$ cat src/rtl/mem_access_unit.sv
// ============================================================================
// mem_access_unit
// ----------------------------------------------------------------------------
// Load/store unit between the EX/MEM pipeline register and a data memory with
// a req/ack handshake. A legal access is latched in IDLE. The request is held
// through BUSY until the memory acks it. DONE then presents the result for one
// cycle. Misaligned or unsupported accesses raise MisalignOut and never reach
// the memory. A request that gets no ack within TIMEOUT cycles raises
// BusErrOut and is dropped.
//
// Ports
//   clk, rst            clock, synchronous active-high reset
//   MemWrtAddressIn     byte address of the access
//   MemWrtDataIn        right-aligned store data
//   funct3In            size/sign: 000 B, 001 H, 010 W, 100 BU, 101 HU
//   MemRdEnIn           load request
//   MemWrtEnIn          store request (wins when both enables are set)
//   RegDstIn            load destination register
//   DmemReq/We/Addr/Wdata/Be   memory request, held stable while BUSY
//   DmemAck, DmemRdata  memory completion; rdata valid with ack
//   StallOut            holds the upstream pipeline register
//   ValidOut            one-cycle completion pulse (DONE)
//   LoadDataOut         extended load result (0 for stores)
//   RegDstOut           destination of the completed access
//   MisalignOut         one-cycle pulse for an illegal access
//   BusErrOut           one-cycle pulse when the ack timed out
// Lane logic assumes DATA_W = 32 (four byte lanes).
// ============================================================================
module mem_access_unit #(
    parameter int         DATA_W  = 32,
    parameter logic [3:0] TIMEOUT = 4'd15
) (
    input  logic              clk,
    input  logic              rst,
    input  logic [DATA_W-1:0] MemWrtAddressIn,
    input  logic [DATA_W-1:0] MemWrtDataIn,
    input  logic [2:0]        funct3In,
    input  logic              MemRdEnIn,
    input  logic              MemWrtEnIn,
    input  logic [4:0]        RegDstIn,
    output logic              DmemReq,
    output logic              DmemWe,
    output logic [DATA_W-1:0] DmemAddr,
    output logic [DATA_W-1:0] DmemWdata,
    output logic [3:0]        DmemBe,
    input  logic              DmemAck,
    input  logic [DATA_W-1:0] DmemRdata,
    output logic              StallOut,
    output logic              ValidOut,
    output logic [DATA_W-1:0] LoadDataOut,
    output logic [4:0]        RegDstOut,
    output logic              MisalignOut,
    output logic              BusErrOut
);

    typedef enum logic [1:0] {IDLE, BUSY, DONE} state_t;

    state_t      state;
    logic [1:0]  addr_lo_q;   // byte offset, needed only for load extraction
    logic [2:0]  funct3_q;
    logic [4:0]  regdst_q;
    logic        store_q;
    logic [3:0]  wait_cnt;

    logic              access_req;
    logic              is_store;
    logic              legal;
    logic [1:0]        lo;
    logic [3:0]        be_c;
    logic [DATA_W-1:0] wdata_c;
    logic [7:0]        ld_byte;
    logic [15:0]       ld_half;
    logic [DATA_W-1:0] load_ext;

    assign access_req = MemRdEnIn | MemWrtEnIn;
    assign is_store   = MemWrtEnIn;   // a simultaneous read is dropped
    assign lo         = MemWrtAddressIn[1:0];

    // Legality check and store lane placement for the incoming access.
    always_comb begin
        // NOTE: every combinational output gets a default first so that no
        // branch can leave it unassigned and infer a latch.
        legal   = 1'b0;
        be_c    = 4'b1111;
        wdata_c = MemWrtDataIn;
        case (funct3In)
            3'b000: begin
                legal = 1'b1;
                if (is_store) begin
                    be_c    = 4'b0001 << lo;
                    wdata_c = {4{MemWrtDataIn[7:0]}};
                end
            end
            3'b001: begin
                legal = ~lo[0];
                if (is_store) begin
                    be_c    = lo[1] ? 4'b1100 : 4'b0011;
                    wdata_c = {2{MemWrtDataIn[15:0]}};
                end
            end
            3'b010:  legal = (lo == 2'b00);
            3'b100:  legal = ~is_store;
            3'b101:  legal = ~is_store & ~lo[0];
            default: legal = 1'b0;
        endcase
    end

    // Extract and extend the addressed lane of the returned word.
    always_comb begin
        ld_byte  = DmemRdata[{addr_lo_q, 3'b000} +: 8];
        ld_half  = DmemRdata[{addr_lo_q[1], 4'b0000} +: 16];
        load_ext = DmemRdata;
        case (funct3_q)
            3'b000:  load_ext = {{(DATA_W-8){ld_byte[7]}}, ld_byte};
            3'b100:  load_ext = {{(DATA_W-8){1'b0}}, ld_byte};
            3'b001:  load_ext = {{(DATA_W-16){ld_half[15]}}, ld_half};
            3'b101:  load_ext = {{(DATA_W-16){1'b0}}, ld_half};
            default: load_ext = DmemRdata;
        endcase
    end

    // Stall is combinational so the upstream register holds in the very
    // cycle a legal access is accepted.
    assign StallOut = ~rst & ((state == BUSY) |
                              ((state == IDLE) & access_req & legal));

    always_ff @(posedge clk) begin
        // NOTE: sequential state uses non-blocking assignments only, so every
        // register samples pre-edge values regardless of statement order.
        if (rst) begin
            state       <= IDLE;
            addr_lo_q   <= '0;
            funct3_q    <= '0;
            regdst_q    <= '0;
            store_q     <= 1'b0;
            wait_cnt    <= '0;
            DmemReq     <= 1'b0;
            DmemWe      <= 1'b0;
            DmemAddr    <= '0;
            DmemWdata   <= '0;
            DmemBe      <= '0;
            ValidOut    <= 1'b0;
            LoadDataOut <= '0;
            RegDstOut   <= '0;
            MisalignOut <= 1'b0;
            BusErrOut   <= 1'b0;
        end else begin
            // Pulses default low; they are raised for exactly one cycle below.
            ValidOut    <= 1'b0;
            MisalignOut <= 1'b0;
            BusErrOut   <= 1'b0;
            case (state)
                IDLE: begin
                    if (access_req) begin
                        if (legal) begin
                            addr_lo_q <= lo;
                            funct3_q  <= funct3In;
                            regdst_q  <= RegDstIn;
                            store_q   <= is_store;
                            wait_cnt  <= '0;
                            DmemReq   <= 1'b1;
                            DmemWe    <= is_store;
                            DmemAddr  <= {MemWrtAddressIn[DATA_W-1:2], 2'b00};
                            DmemWdata <= wdata_c;
                            DmemBe    <= be_c;
                            state     <= BUSY;
                        end else begin
                            MisalignOut <= 1'b1;
                        end
                    end
                end
                BUSY: begin
                    // Ack wins over a timeout reached in the same cycle.
                    if (DmemAck) begin
                        DmemReq     <= 1'b0;
                        ValidOut    <= 1'b1;
                        LoadDataOut <= store_q ? '0 : load_ext;
                        RegDstOut   <= regdst_q;
                        state       <= DONE;
                    end else begin
                        wait_cnt <= wait_cnt + 4'd1;
                        if (wait_cnt + 4'd1 == TIMEOUT) begin
                            DmemReq   <= 1'b0;
                            BusErrOut <= 1'b1;
                            state     <= IDLE;
                        end
                    end
                end
                DONE:    state <= IDLE;
                default: state <= IDLE;
            endcase
        end
    end

endmodule
$ cat config.mk
export PLATFORM = sky130hd
export DESIGN_NAME = mem_access_unit
export DESIGN_NICKNAME = d
export VERILOG_FILES = /design/src/rtl/mem_access_unit.sv
export SDC_FILE = /design/constraint.sdc
export NUM_CORES = 1
export LEC_CHECK = 0
export ABC_AREA = 1
export CAP_MARGIN = 20
export CORE_MARGIN = 4
export CORE_UTILIZATION = 44
export CTS_CLUSTER_SIZE = 28
export DETAILED_ROUTE_END_ITERATION = 12
export PLACE_DENSITY = 0.86
export SYNTH_ARGS = -nofsm -noshare
export SYNTH_HDL_FRONTEND = slang
export SYNTH_SLANG_ARGS = --single-unit
$ cat constraint.sdc
create_clock -name clk -period 1.6 [get_ports clk]
set_input_delay 0.16 -clock clk [delete_from_list [all_inputs] [get_ports clk]]
set_output_delay 0.16 -clock clk [all_outputs]
set_load 0.01 [all_outputs]
==> run_results.csv <==
group,metric,value,unit
clock_tree,clkTransAtPathRegs,60,ps
critical_path,r2r_slack,60,ps
timing,min_period_over_period,98.4,%
placed_design,place_hpwl,13600,um
hold_path,hp-class,"primary input to flop",
critical_path,start_kind,"flop",
global_routing,grt_pass1_vias,5895,
cells_and_area,final_nets,1136,
critical_path,cp_cell_sequence,"inv_1 -> buf_4 -> nor2_2 -> inv_1 -> a21oi_1 -> buf_2",
timing,setup_viol,0,
power,power.density,1040,nW/um^2
power,pwr-share-clk,42.1,%
timing,fin_skew,14.8,ps
detailed_routing,wl,19000,um
global_routing,grt_usage,25.4,%
placed_design,placed_cell_area,8140,um^2
critical_path,worstReg2RegEnd,"DmemAddr[7]$_SDFFE_PP0P_",
clock_tree,cts-root-buf,"clkbuf_16",
cells_and_area,final_common_cell,"clkdlybuf4s50_1",
cells_and_area,area_growth,58.8,%
critical_path,arrival,1410,ps
clock_tree,insertion_delay,410,ps
global_routing,grt_pass1_wl,29500,um
cells_and_area,final_cell_mix,"215 x clkdlybuf4s50_1, 131 x nand2_1, 124 x dfxtp_1",
critical_path,cpMostUsedCell,"inv_1",
synthesis,synth-warning-count,0,
power,combPwrFrac,20.6,%
critical_path,rr_startpoint,"state[1]$_SDFFE_PP0P_",
timing,rsz0062_at_grt,"yes",
floorplanning,ios,220,
synthesis,synth-seq-cells,124,
power,swShare,27.1,%
power,p_leak,3.66,nW
clock_tree,cts_tree,"built",
floorplanning,die_h,120,um
timing,fmax,0.635,GHz
power,p_sw,0.00249,W
cells_and_area,multi_input_area,2590,um^2
placed_design,io_buffers,217,
power,power.internal,0.00672,W
floorplanning,core,12200,um^2
synthesis,syn_area,5550,um^2
critical_path,worst_setup_path_end_kind,"primary output",
timing,fin_crit,1570,ps
floorplanning,num_rows,40,
clock_tree,max-clock-path-buffers,2,
timing,maxSlewViolCount,0,
critical_path,rr_worst_depth,10,
job,max_cap_violations,0,
critical_path,max_stage_delay,310,ps
detailed_routing,routed_via_density,5.16,
detailed_routing,dr_total_vias,6219,
clock_tree,cts_buffers,17,
cells_and_area,antennaDiodeCount,0,
synthesis,seq_area_frac_synth,44.7,%
hold_path,hold-path-endpoint,"DmemWdata[16]$_SDFFE_PP0P_",
cells_and_area,stdcell_area,8810,um^2
power,seqPwrFrac,37.3,%
floorplanning,dieArea,14500,um^2
global_routing,antenna_found_initial,0,
floorplanning,initial_core_util,45.6,%
detailed_routing,drtIter0Drc,546,
placed_design,place_congestion,0.965,
detailed_routing,final_antenna_net_count,0,
power,max-vdd-ir-drop,0.781,mV
timing,finalHoldViolations,0,
cells_and_area,n_fill_cell,984,
clock_tree,h-tree-depth,4,
synthesis,avgSynthCellArea,7.05,um^2
status,outcome,"complete, no violations",
global_routing,grt_max_degree,61,
detailed_routing,avgRoutedWirePerCell,15.7,um
detailed_routing,drtPass1Iterations,5,
synthesis,ys_types,34,
timing,tns,0,ps
cells_and_area,register_area,2480,um^2
detailed_routing,drc,0,
floorplanning,die_w,120,um
timing,fin_hold_ws,315,ps
hold_path,hold_start,"MemWrtDataIn[16]",
critical_path,worstSetupPathType,"flop to primary output",
clock_tree,cts.sink_count,124,
critical_path,cp_slowest_cell,"dfxtp_1",
critical_path,crit_fanout,2,
hold_path,whs_path_depth,3,
synthesis,syn_inst,787,
global_routing,gr-total-overflow,0,
critical_path,crit_required,1440,ps
cells_and_area,drive_above_1_share,10.9,%
[worst max path at each step]
stage | cells after the start | from | to
after floorplan | 7 | store_q$_SDFFE_PP0P_ | LoadDataOut[7]$_SDFFE_PP0P_
after global routing | 10 | state[1]$_SDFFE_PP0P_ | DmemAddr[7]$_SDFFE_PP0P_
final | 6 | state[0]$_SDFFE_PP0P_ | StallOut
after global placement | 6 | MemWrtEnIn | StallOut
after detailed placement | 10 | MemWrtEnIn | DmemAddr[11]$_SDFFE_PP0P_
after CTS | 6 | state[1]$_SDFFE_PP0P_ | StallOut
[logic make-up after synthesis]
| logic type | synth area share (%) |
|---|---|
| buf+inv | 9.11 |
| flops | 44.7 |
| simple gates | 25.9 |
| other cells | 0.0676 |
| fa+ha+maj | 0.451 |
| xor+xnor | 0.316 |
| compound gates | 19.5 |
[critical path: cells and delay by family, from the launching register on]
kind,cells,cell delay (ps)
buf+inv,4,430
flops,1,310
compound gates,1,140
simple gates,1,130
[sequential cells by signal, indices dropped and copies added, names as in the netlist, 3 cells and up]
signal	count
funct3_q	3
DmemBe	4
LoadDataOut	32
wait_cnt	4
DmemAddr	30
DmemWdata	32
RegDstOut	5
regdst_q	5
[cells in the mapped netlist, drive strengths merged]
| master | n | area (um^2) |
|---|---|---|
| a21oi | 79 | 395 |
| a31oi | 10 | 62.6 |
| and2 | 1 | 6.26 |
| buf | 33 | 196 |
| clkbuf | 20 | 76.3 |
| clkinv | 1 | 3.75 |
| conb | 1 | 3.75 |
| dfxtp | 124 | 2480 |
| ha | 2 | 25.0 |
| inv | 61 | 229 |
| nand2 | 136 | 526 |
| nand3 | 78 | 395 |
| nand4 | 1 | 6.26 |
| nor2 | 112 | 428 |
| nor3 | 3 | 31.3 |
| nor4 | 1 | 6.26 |
| o2111ai | 2 | 17.5 |
| o211ai | 13 | 97.6 |
| o21ai | 100 | 500 |
| o22ai | 1 | 6.26 |
| or2 | 6 | 37.5 |
| xnor2 | 1 | 8.76 |
| xor2 | 1 | 8.76 |
[per-stage QoR]
stage | setup slack, ps | cells | power, W | utilization (%)
6_report | 26.2 | 1205 | 0.00921 | 72.5
5_1_grt | -29.0 | 1205 | 0.00959 | 72.5
4_1_cts | 6.98 | 1205 | 0.00924 | 72.1
3_5_place_dp | -364 | 1173 | 0.00533 | 66.9
3_3_place_gp | -347 | 1173 | 0.00530 | 66.9
2_1_floorplan | 248 | 788 | 0.00434 | -
[repair_timing]
| item | CTS | global route |
|---|---|---|
| cloned | 1 | 0 |
| setup endpoints to repair | 11 | 56 |
| hold buffers | 0 | 0 |
| pin swaps | 1 | 1 |
| resized for setup | 6 | 16 |
| setup buffers | 0 | 0 |
[per-layer routing]
layer	global-route usage, %	share of wire (%)
met5	0	0
met4	9.49	3.0
met3	9.40	9.4
met2	42.8	48
met1	29.4	40
[power groups by stage]
stage	Combinational [W]	Clock, W	Sequential, W
finish	0.00190	0.00388	0.00344
global route	0.00206	0.00406	0.00346
CTS	0.00187	0.00393	0.00344
detailed placement	0.00184	0	0.00350
global placement	0.00181	0	0.00349
floorplan	0.000772	0	0.00357
[area by class of cell]
cell class              instances  share of cell area [%]
flip-flops and latches        124                    28.2
well taps                     168                    2.38
inverters                      62                    2.67
multi-input cells             549                    29.4
clock buffers                  17                    4.83
clock inverters                14                    1.97
repair buffers                271                    30.5
(Power assumes the default switching activity.)
